File: config.mk
export PLATFORM = sky130hd
export DESIGN_NAME = instr_prefetch_unit
export DESIGN_NICKNAME = d
export VERILOG_FILES = /design/src/rtl/instr_prefetch_unit.sv
export SDC_FILE = /design/constraint.sdc
export NUM_CORES = 1
export LEC_CHECK = 0
export BUFFER_PORTS_ARGS = -buffer_cell sky130_fd_sc_hd__buf_4
export CAP_MARGIN = 15
export CORE_MARGIN = 10
export CORE_UTILIZATION = 30
export DETAILED_ROUTE_END_ITERATION = 6
export MAX_ROUTING_LAYER = met4
export PLACE_DENSITY = 0.51
export SLEW_MARGIN = 15
export SYNTH_ARGS = -nofsm -noshare
export SYNTH_HDL_FRONTEND = slang
export SYNTH_SLANG_ARGS = --single-unit
File: constraint.sdc
create_clock -name clk -period 10.46 [get_ports clk]
set_input_delay 2.615 -clock clk [delete_from_list [all_inputs] [get_ports clk]]
set_output_delay 2.615 -clock clk [all_outputs]
set_load 0.1 [all_outputs]
File: src/rtl/instr_prefetch_unit.sv
// -----------------------------------------------------------------------------
// instr_prefetch_unit
//
// Fetch stage sitting directly in front of the decode/execute instruction
// register. It walks fetch_pc sequentially, issues requests to an in-order,
// variable-latency instruction memory, and buffers returned words together
// with their PCs in a DEPTH-entry FIFO. A redirect from execute flushes the
// FIFO and marks every outstanding response as stale, so decode only ever
// sees correct-path instructions.
//
// Handshakes (strict valid/ready): a transfer happens on a rising edge where
// valid && ready are both high. valid never depends on ready on the same
// interface. imem_rsp_valid has no ready; the unit always accepts a response.
//
// Ports:
//   clk, reset        clock, asynchronous active-high reset
//   imem_req_valid    fetch request valid
//   imem_req_ready    memory accepts the request this cycle
//   imem_req_addr     word-aligned fetch address (fetch_pc)
//   imem_rsp_valid    response valid (responses return in request order)
//   imem_rsp_data     returned instruction word
//   redirect          taken branch / jump from execute
//   redirect_addr     redirect target (low two bits ignored)
//   instr_valid       FIFO head valid
//   instr_ready       decode consumes the head this cycle
//   instr_out         head instruction, NOP_INSTR when empty
//   pc_out            head PC, 0 when empty
// -----------------------------------------------------------------------------
module instr_prefetch_unit #(
    parameter int          DEPTH     = 4,
    parameter logic [31:0] RESET_PC  = 32'h0000_0000,
    parameter logic [31:0] NOP_INSTR = 32'h0000_0013
) (
    input  logic        clk,
    input  logic        reset,
    output logic        imem_req_valid,
    input  logic        imem_req_ready,
    output logic [31:0] imem_req_addr,
    input  logic        imem_rsp_valid,
    input  logic [31:0] imem_rsp_data,
    input  logic        redirect,
    input  logic [31:0] redirect_addr,
    output logic        instr_valid,
    input  logic        instr_ready,
    output logic [31:0] instr_out,
    output logic [31:0] pc_out
);

    localparam int PW = $clog2(DEPTH);
    localparam int CW = PW + 1;              // counters span 0..DEPTH
    localparam logic [CW-1:0] DEPTH_N = CW'(DEPTH);

    // Architectural state
    logic [31:0]   fetch_pc;
    logic [31:0]   fifo_pc    [DEPTH];
    logic [31:0]   fifo_instr [DEPTH];
    logic [PW-1:0] fifo_wr;
    logic [PW-1:0] fifo_rd;
    logic [CW-1:0] count;

    // PCs of accepted requests, in issue order; popped by every response,
    // stale or not, so the head always tags the response currently arriving.
    logic [31:0]   tag_q [DEPTH];
    logic [PW-1:0] tag_wr;
    logic [PW-1:0] tag_rd;
    logic [CW-1:0] inflight;
    logic [CW-1:0] drop;

    // Per-cycle decisions
    logic [CW:0]   credit_used;
    logic          req_fire;
    logic          push;
    logic          pop;
    logic [CW-1:0] rsp_dec;

    always_comb begin
        credit_used    = {1'b0, count} + {1'b0, inflight} - {1'b0, drop};
        // Credit covers FIFO slots owed to live responses; the inflight bound
        // keeps the tag queue from overrunning while stale responses drain.
        imem_req_valid = !reset && !redirect
                         && (credit_used < {1'b0, DEPTH_N})
                         && (inflight < DEPTH_N);
        imem_req_addr  = fetch_pc;
        req_fire       = imem_req_valid && imem_req_ready;
        rsp_dec        = CW'(imem_rsp_valid);
        push           = imem_rsp_valid && (drop == '0) && !redirect;
        instr_valid    = (count != '0);
        pop            = instr_valid && instr_ready && !redirect;
        instr_out      = instr_valid ? fifo_instr[fifo_rd] : NOP_INSTR;
        pc_out         = instr_valid ? fifo_pc[fifo_rd]    : 32'h0;
    end

    always_ff @(posedge clk or posedge reset) begin
        if (reset) begin
            fetch_pc <= RESET_PC;
            fifo_wr  <= '0;
            fifo_rd  <= '0;
            count    <= '0;
            tag_wr   <= '0;
            tag_rd   <= '0;
            inflight <= '0;
            drop     <= '0;
        end else begin
            if (redirect) begin
                // Everything still outstanding after this edge belongs to
                // the wrong path; the response arriving now is discarded too.
                fetch_pc <= {redirect_addr[31:2], 2'b00};
                fifo_wr  <= '0;
                fifo_rd  <= '0;
                count    <= '0;
                inflight <= inflight - rsp_dec;
                drop     <= inflight - rsp_dec;
            end else begin
                if (req_fire) begin
                    fetch_pc <= fetch_pc + 32'd4;
                end
                if (push) begin
                    fifo_wr <= fifo_wr + PW'(1);
                end
                if (pop) begin
                    fifo_rd <= fifo_rd + PW'(1);
                end
                count    <= count + CW'(push) - CW'(pop);
                inflight <= inflight + CW'(req_fire) - rsp_dec;
                if (imem_rsp_valid && (drop != '0)) begin
                    drop <= drop - CW'(1);
                end
            end
            if (req_fire) begin
                tag_wr <= tag_wr + PW'(1);
            end
            if (imem_rsp_valid) begin
                tag_rd <= tag_rd + PW'(1);
            end
        end
    end

    // Storage arrays carry no reset; validity is tracked by the pointers.
    always_ff @(posedge clk) begin
        if (push) begin
            fifo_pc[fifo_wr]    <= tag_q[tag_rd];
            fifo_instr[fifo_wr] <= imem_rsp_data;
        end
        if (req_fire) begin
            tag_q[tag_wr] <= fetch_pc;
        end
    end

    // The credit rule must make a push into a full FIFO impossible.
    push_while_full: assert property (@(posedge clk) disable iff (reset)
        !(push && (count == DEPTH_N)));

endmodule
Word-level counts from Yosys, hierarchy flattened
Memory sizes are Yosys's and may differ from the RTL's.
Cells that the tools add are included.
{ "classes": {"add_sub_neg": 13, "n_mux": 16, "n_lt_le_gt_ge": 2, "reduce_logical": 18} }
{ "ops": {"columns": ["op", "count"], "rows": [
  ["two-way mux 32 bit", 4],
  ["adder 32 x 3 -> 32 bit, second input constant", 1],
  ["two-way mux 3 bit", 4],
  ["logical AND 1 bit", 9],
  ["subtractor 3 x 1 -> 3 bit", 3],
  ["adder 2 x 1 -> 2 bit, second input constant", 4],
  ["two-way mux 2 bit", 4],
  ["nonzero test 2 bit", 4],
  ["adder 3 x 1 -> 3 bit", 2],
  ["nonzero test 3 bit", 2],
  ["adder 3 x 3 -> 4 bit", 1],
  ["less-than comparator 4 x 3 -> 1 bit, second input constant", 1],
  ["two-way mux 1 bit", 4],
  ["subtractor 4 x 3 -> 4 bit", 1],
  ["logical NOT 3 bit", 1],
  ["less-than comparator 3 bit, second input constant", 1],
  ["subtractor 3 x 1 -> 3 bit, second input constant", 1],
  ["logical NOT 1 bit", 2]
]} }
{ "totals": {"n_memories": 3, "ram_bits": 384, "wordCells": 60, "output_inout_bits": 98, "ff_bits": 49, "input_bits": 70} }
{ "mem_list": {"columns": ["memory", "depth", "word_bits", "read_ports", "rd_clocked_by_memory_dff", "write_ports", "line", "source"], "rows": [
  ["fifo_instr", 4, 32, 1, 0, 1, "56", "logic [31:0] fifo_instr [DEPTH];"],
  ["fifo_pc", 4, 32, 1, 0, 1, "55", "logic [31:0] fifo_pc [DEPTH];"],
  ["tag_q", 4, 32, 1, 0, 1, "63", "logic [31:0] tag_q [DEPTH];"]
]} }

Depth between registers and ports, before layout
Gate-level depths: netlist of run 1.
{ "logic_depth": {"word_depth": 9, "ltp_mapped": 16, "depth_no_buf": 15} }

Least setup slack after synthesis of run 1
OpenSTA, ideal clock, no wires.
{ "synth_path": {"path_kind": "input to output", "startpoint": "in redirect", "endpoint": "out imem_req_valid", "stages": 4, "arrival_ps": 4343, "slack_ps": 3502, "n_path_buf": 1, "path_cell_list": "buf_6 > or4_4 > or4_4 > nand2_1"} }
{ "synth_via": {"elab_chain_cells": 4} }
{ "synth_lines": {"columns": ["item", "line", "source"], "rows": [
  ["start: declaration", "41", "input logic redirect,"],
  ["logical NOT 1 bit", "80", "imem_req_valid = !reset && !redirect"],
  ["logical AND 1 bit", "80", null],
  ["logical AND 1 bit", "81", "&& (credit_used < {1'b0, DEPTH_N})"],
  ["logical AND 1 bit", "82", "&& (inflight < DEPTH_N);"],
  ["end: declaration", "36", "output logic imem_req_valid,"]
]} }
Every way passes these cells.

Final worst setup path of run 1
Same ends and word-level chain as after synthesis.

==> run summary, run 1 <==
Via density: 4.72
largest net degree at the start of global routing: 58
Die Y: 256 microns
PortBufs: 161
top-count cell post-synth: edfxtp_1
via count: 8759
CP arrival: 4.34 ns
post-cts hold buffer count: 0
Die Area: 65700 sq um
Mapped Avg Cell Area: 18.8 sq um
Post-synth EDFFs: 368
grt ovf: 0
yosys warns: 0
setup ws final: 3.51 ns
drt drc: 0
Slew Viols, Final: 0
share of layout cells above drive strength 1: 32.4%
IO Count: 168
Top FF cell, synth: edfxtp_1
first-pass GRT wire length: 59100 microns
Yosys top cell by area: edfxtp_1
Finished Layout Cells: 1855
FF/Latch Area: 12200 sq um
Slew Limit Headroom: 32.2%
Antenna diodes: 0
final WL: 38700 microns
drt initial violations: 478
Hold Path Cell Cnt: 2
Leakage: 7.02 nW
worst hold margin: 0.608 ns
Seq cells post-synth: 415
Post-synth top cells: 368 x edfxtp_1, 92 x mux4_2, 67 x and2_1
cts repair resizes: 0
total of max-cap violations: 0
Seq/Total Area, Yosys: 73.0%
Clock Skew: 0.0156 ns
Layout Utilization: 36.9%
Worst Path Max Fanout: 54
Max VDD drop: 0.169 mV
Hold EP: fifo_wr[1]
final cycle utilization of the critical path: 66.5%
Inserted Clock Buffers: 46
Async S/R FF share, synth: 11.3%
Post-CTS Setup Bufs: 0
Sinks on Clock Net: 415
die width: 256 microns
Yosys cell types: 54
fill cell total of the finished layout: 5189
CP max-delay cell: or4_4
CP Buf/Inv Count: 2
GRT Total Usage: 12.0%
RSZ-0062 raised after global routing: no
delay of the slowest critical-path stage: 0.60 ns
worst-margin pin slew: 1.01 ns
final net count: 1164
drt wl/cell: 20.8 microns
setup violators final: 0
status: complete, no violations
final hold vios: 0
delay-heaviest family, CP: simple AND/OR/NAND/NOR gates
placed cells: 1770
Core Rows: 86
starting density of the core: 30.3%
Final HPWL DP: 23600 microns
PwrDens: 307 nW/um^2
area of the multi-input gates: 4220 sq um
Worst R2R Start: inflight[2]
core area: 55200 sq um
CP Launch Type: input pin
Synth Instances: 890
dpl ws: 3.50 ns
CTS max path bufs: 3
Max Freq: 144 MHz
H-Tree Depth: 2
flop2flop setup slack: 5.88 ns
CTS tree: built
min-delay src: fifo_wr[1]
Skew-Pair Late Insertion Delay: 0.58 ns
Hold Crit Class: reg -> reg
setup TNS: 0 ns
initial antenna violation count: 0
CTS clock-pin slew for the worst setup and hold paths: 0.06 ns
top cells by area, synth: edfxtp_1 66%, mux4_2 12%, dfrtp_1 7.0%
critical path cell sequence: buf_4 -> or4_4 -> or4_4 -> nand2_1 -> buf_4
Placer Congestion: 0.779
Netlist Area Pre-Place: 16700 sq um
drt first pass iters: 4
CP required: 7.85 ns
FF-to-FF path depth: 14
post-synth top area share: 66.0%
Antenna Violating Nets Remaining: 0
Area Overhead vs Synth: 21.8%
RR Endpoint: inflight[2]
vias in the first global route: 9359
CP endpoint kind: output port
WS Path Type: in -> out
Root Buffer: clkbuf_16
Final min period: 6.95 ns
-- registers in the layout, summed over array words and instances, names as in the netlist, 3 cells and up --
signal         flops
tag_q            120
drop               3
inflight           3
count              3
imem_req_addr     30
fifo_pc          120
fifo_instr       128
-- worst max-delay path by stage --
stage / endpoint / cells past startpoint / from / slack [ns]
6_report: imem_req_valid / 5 / redirect / 3.51
5_1_grt: imem_req_valid / 5 / redirect / 3.46
3_5_place_dp: imem_req_valid / 5 / redirect / 3.50
4_1_cts: imem_req_valid / 5 / redirect / 3.49
3_3_place_gp: imem_req_valid / 5 / redirect / 3.48
2_1_floorplan: imem_req_valid / 4 / redirect / 3.50
-- metrics by stage --
step / total power, mW / area [sq um]
after floorplan: 4.04 / 16800
after global placement: 4.64 / 18800
after detailed placement: 4.65 / 18800
after CTS: 6.36 / 20400
after global routing: 6.54 / 20400
final: 6.25 / 20400
-- cell families after synthesis --
logic type	count (synthesis)	synth area share, %
flops	415	73.0
simple gates	186	6.32
mux	93	12.4
compound gates	80	3.54
buf+inv	77	1.94
fa+ha+maj	24	1.97
xor+xnor	14	0.732
other cells	1	0.0224
-- layer usage --
metal	up-vias	track usage [%]	wire length (microns)
li1	3912	-	-
met1	4585	15.2	17400
met2	206	18.8	18300
met3	56	2.83	2050
met4	0	3.77	839
met5	-	-	0
-- cells in the final DEF, fill, tap and decap left out, types with 5 or more instances in the layout --
master | synthesis | final
edfxtp_1 | 368 | 368
buf_4 | 5 | 173
mux4_2 | 92 | 92
and2_1 | 67 | 59
clkbuf_16 | 0 | 47
dfrtp_1 | 47 | 43
inv_1 | 31 | 29
nand2_1 | 27 | 27
ha_1 | 20 | 20
nand3_1 | 19 | 19
nor2_1 | 16 | 16
a221o_1 | 15 | 15
a21oi_1 | 15 | 15
nor3_1 | 11 | 11
o21ai_0 | 10 | 10
clkbuf_1 | 22 | 10
xnor2_1 | 8 | 8
clkinv_1 | 0 | 8
bufinv_16 | 0 | 8
nand4_1 | 7 | 7
a21o_1 | 7 | 7
clkinv_2 | 0 | 7
nor2b_1 | 6 | 6
and3_1 | 6 | 6
xor2_1 | 6 | 6
o211ai_1 | 5 | 5
or2_2 | 5 | 5
-- final cells by class --
type	instances	area share (%)
Sequential cell	415	60.0
Multi-Input combinational cell	401	20.7
Timing Repair Buffer	174	6.39
Clock buffer	57	5.95
Tap cell	748	4.59
Clock inverter	28	1.77
Inverter	32	0.589
-- worst register-to-register path, stage by stage (launching register included) --
cell and delay (ns):
dfrtp_1 0.47, fa_1 0.49, ha_1 0.37, or4_4 0.50, or4_4 0.44, a21boi_2 0.12
buf_4 0.32, inv_2 0.28, ha_1 0.36, inv_1 0.04, ha_1 0.18, fa_1 0.38
xor2_1 0.16, o21ai_0 0.23, xor2_1 0.17
-- power breakdown --
part	switching [mW]	internal [mW]
Combinational	1.77	0.649
Sequential	0.162	1.99
Clock	0.656	1.03
Note: power is estimated with default switching activity, not from simulation.
==> run 2: changes to the inputs <==
Clock period 10.46 ns to 7 ns, I/O delays scaled along.
==> run summary, run 2 (synthesis gave the netlist of run 1 again) <==
status: complete, no violations
Hold EP: fifo_wr[1]
RR Endpoint: inflight[2]
DP Area: 18800 sq um (about the same)
Die Area: 65700 sq um (unchanged)
Worst R2R Start: inflight[2]
die width: 256 microns (unchanged)
worst-margin pin slew: 1.10 ns (+0.0921 ns)
core area: 55200 sq um (unchanged)
share of layout cells above drive strength 1: 32.4% (-0.034 points)
initial antenna violation count: 0 (unchanged)
Largest Register: fifo_instr
Area Overhead vs Synth: 21.1%
FF-to-FF path depth: 14 (unchanged)
Final HPWL DP: 24100 microns (+2.3%)
Slew Viols, Final: 0 (unchanged)
critical path cell sequence: buf_4 -> or4_4 -> or4_4 -> nand2_1 -> buf_4
Hold Path Cell Cnt: 2 (unchanged)
Skew-Pair Late Insertion Delay: 0.56 ns (-0.02 ns)
post-cts hold buffer count: 0 (unchanged)
drt initial violations: 448 (-6.3%)
largest net degree at the start of global routing: 63 (+8.6%)
Via density: 4.66 (-1.3%)
max reg flops: 128 (unchanged)
delay-heaviest family, CP: simple AND/OR/NAND/NOR gates
final hold vios: 0 (unchanged)
Die Y: 256 microns (unchanged)
delay of the slowest critical-path stage: 0.60 ns (about the same)
Final min period: 5.22 ns
finished layout cell area: 20300 sq um (-0.56%)
placed cells: 1771 (+0.056%)
WS Path Type: in -> out
final cycle utilization of the critical path: 74.5%
setup violators final: 0 (unchanged)
Root Buffer: clkbuf_16
CP Buf/Inv Count: 2 (unchanged)
Sinks on Clock Net: 415 (unchanged)
PwrDens: 453 nW/um^2 (+48%)
final net count: 1164 (unchanged)
starting density of the core: 30.3% (unchanged)
Max Freq: 192 MHz
leading cell type in the layout, fill and taps excluded: edfxtp_1
total of max-cap violations: 0 (unchanged)
final WL: 38400 microns (-0.53%)
setup TNS: 0 ns (unchanged)
Slew Limit Headroom: 26.0% (-6.1 points)
min-delay src: fifo_wr[1]
first-pass GRT wire length: 59200 microns (+0.24%)
IO Count: 168 (unchanged)
CP max-delay cell: or4_4
RSZ-0062 raised after global routing: no
Max VDD drop: 0.198 mV (+17%)
CP endpoint kind: output port
grt ovf: 0 (unchanged)
vias in the first global route: 9298 (-0.65%)
Antenna Violating Nets Remaining: 0 (unchanged)
Hold Crit Class: reg -> reg
commonest non-fill, non-tap cells in the layout: 368 x edfxtp_1, 175 x buf_4, 92 x mux4_2, 59 x and2_1, 45 x clkbuf_16
Core Rows: 86 (unchanged)
Antenna diodes: 0 (unchanged)
Finished Layout Cells: 1850 (-0.27%)
fill cell total of the finished layout: 5169 (-0.39%)
cts repair resizes: 0 (unchanged)
Placer Congestion: 0.781 (+0.30%)
CTS tree: built
Post-CTS Setup Bufs: 0 (unchanged)
H-Tree Depth: 2 (unchanged)
drt wl/cell: 20.8 microns (-0.26%)
Clock Skew: 0.0128 ns (-0.00284 ns)
worst hold margin: 0.600 ns (-0.00862 ns)
CP Launch Type: input pin
Largest regs: fifo_instr x128, fifo_pc x120, tag_q x120
total power: 9.18 mW (+47%)
Leakage: 6.97 nW (-0.70%)
Inserted Clock Buffers: 45 (-2.2%)
drt drc: 0 (unchanged)
via count: 8626 (-1.5%)
CTS clock-pin slew for the worst setup and hold paths: 0.06 ns (about the same)
CP arrival: 3.47 ns (-0.87 ns)
Worst Path Max Fanout: 54 (unchanged)
CP required: 5.25 ns (-2.60 ns)
drt first pass iters: 5 (+1)
CTS max path bufs: 3 (unchanged)
PortBufs: 161 (unchanged)
flop2flop setup slack: 2.45 ns (-3.43 ns)
GRT Total Usage: 12.1% (+0.11 points)
==> run 2: report_power, final <==
group          internal (mW)  total [mW]  switching (mW)
combinational          0.971        3.62            2.65
sequential              2.97        3.22           0.243
clock                   1.40        2.35           0.945
==> run 2: cell type report <==
class / count / area [sq um] / share of cell area (%)
inverter: 32 / 120 / 0.592
timing repair buffer: 175 / 1310 / 6.48
sequential: 415 / 12200 / 60.3
tap: 748 / 936 / 4.62
clock buffer: 56 / 1210 / 5.95
clock inverter: 23 / 243 / 1.20
multi-input combinational: 401 / 4220 / 20.8
==> run 2: worst max-delay path by stage <==
stage	startpoint	endpoint	slack (ns)	cells past startpoint
2_1_floorplan	redirect	imem_req_valid	1.77	4
3_3_place_gp	redirect	inflight[2]	1.64	13
3_5_place_dp	redirect	inflight[2]	1.59	13
4_1_cts	redirect	imem_req_valid	1.77	5
5_1_grt	redirect	imem_req_valid	1.72	5
6_report	redirect	imem_req_valid	1.78	5
==> run 2: stage by stage <==
stage / setup WS (ns) / util [%]
finish: 1.78 / 36.7
CTS: 1.77 / 36.7
detailed placement: 1.59 / 34.1
floorplan: 1.77 / -
global placement: 1.64 / 34.1
global route: 1.72 / 36.7
==> run 2: per-layer routing <==
metal / vias up / GRT usage [%] / share of wire, %
li1: 3908 / - / -
met1: 4443 / 16.0 / 47
met2: 222 / 18.5 / 46
met3: 53 / 2.70 / 4.7
met4: 0 / 3.22 / 2.1
met5: - / - / 0
==> run 2: worst register-to-register path: cells and delay by family, from the launching register on <==
kind / cells / cell delay [ns]
xor gates and xnor gates: 2 / 0.33
DFF: 1 / 0.46
adders and majority gates: 5 / 1.78
AOI/OAI and AO/OA: 2 / 0.33
buffers and inverters: 3 / 0.65
and+or+nand+nor: 2 / 0.94
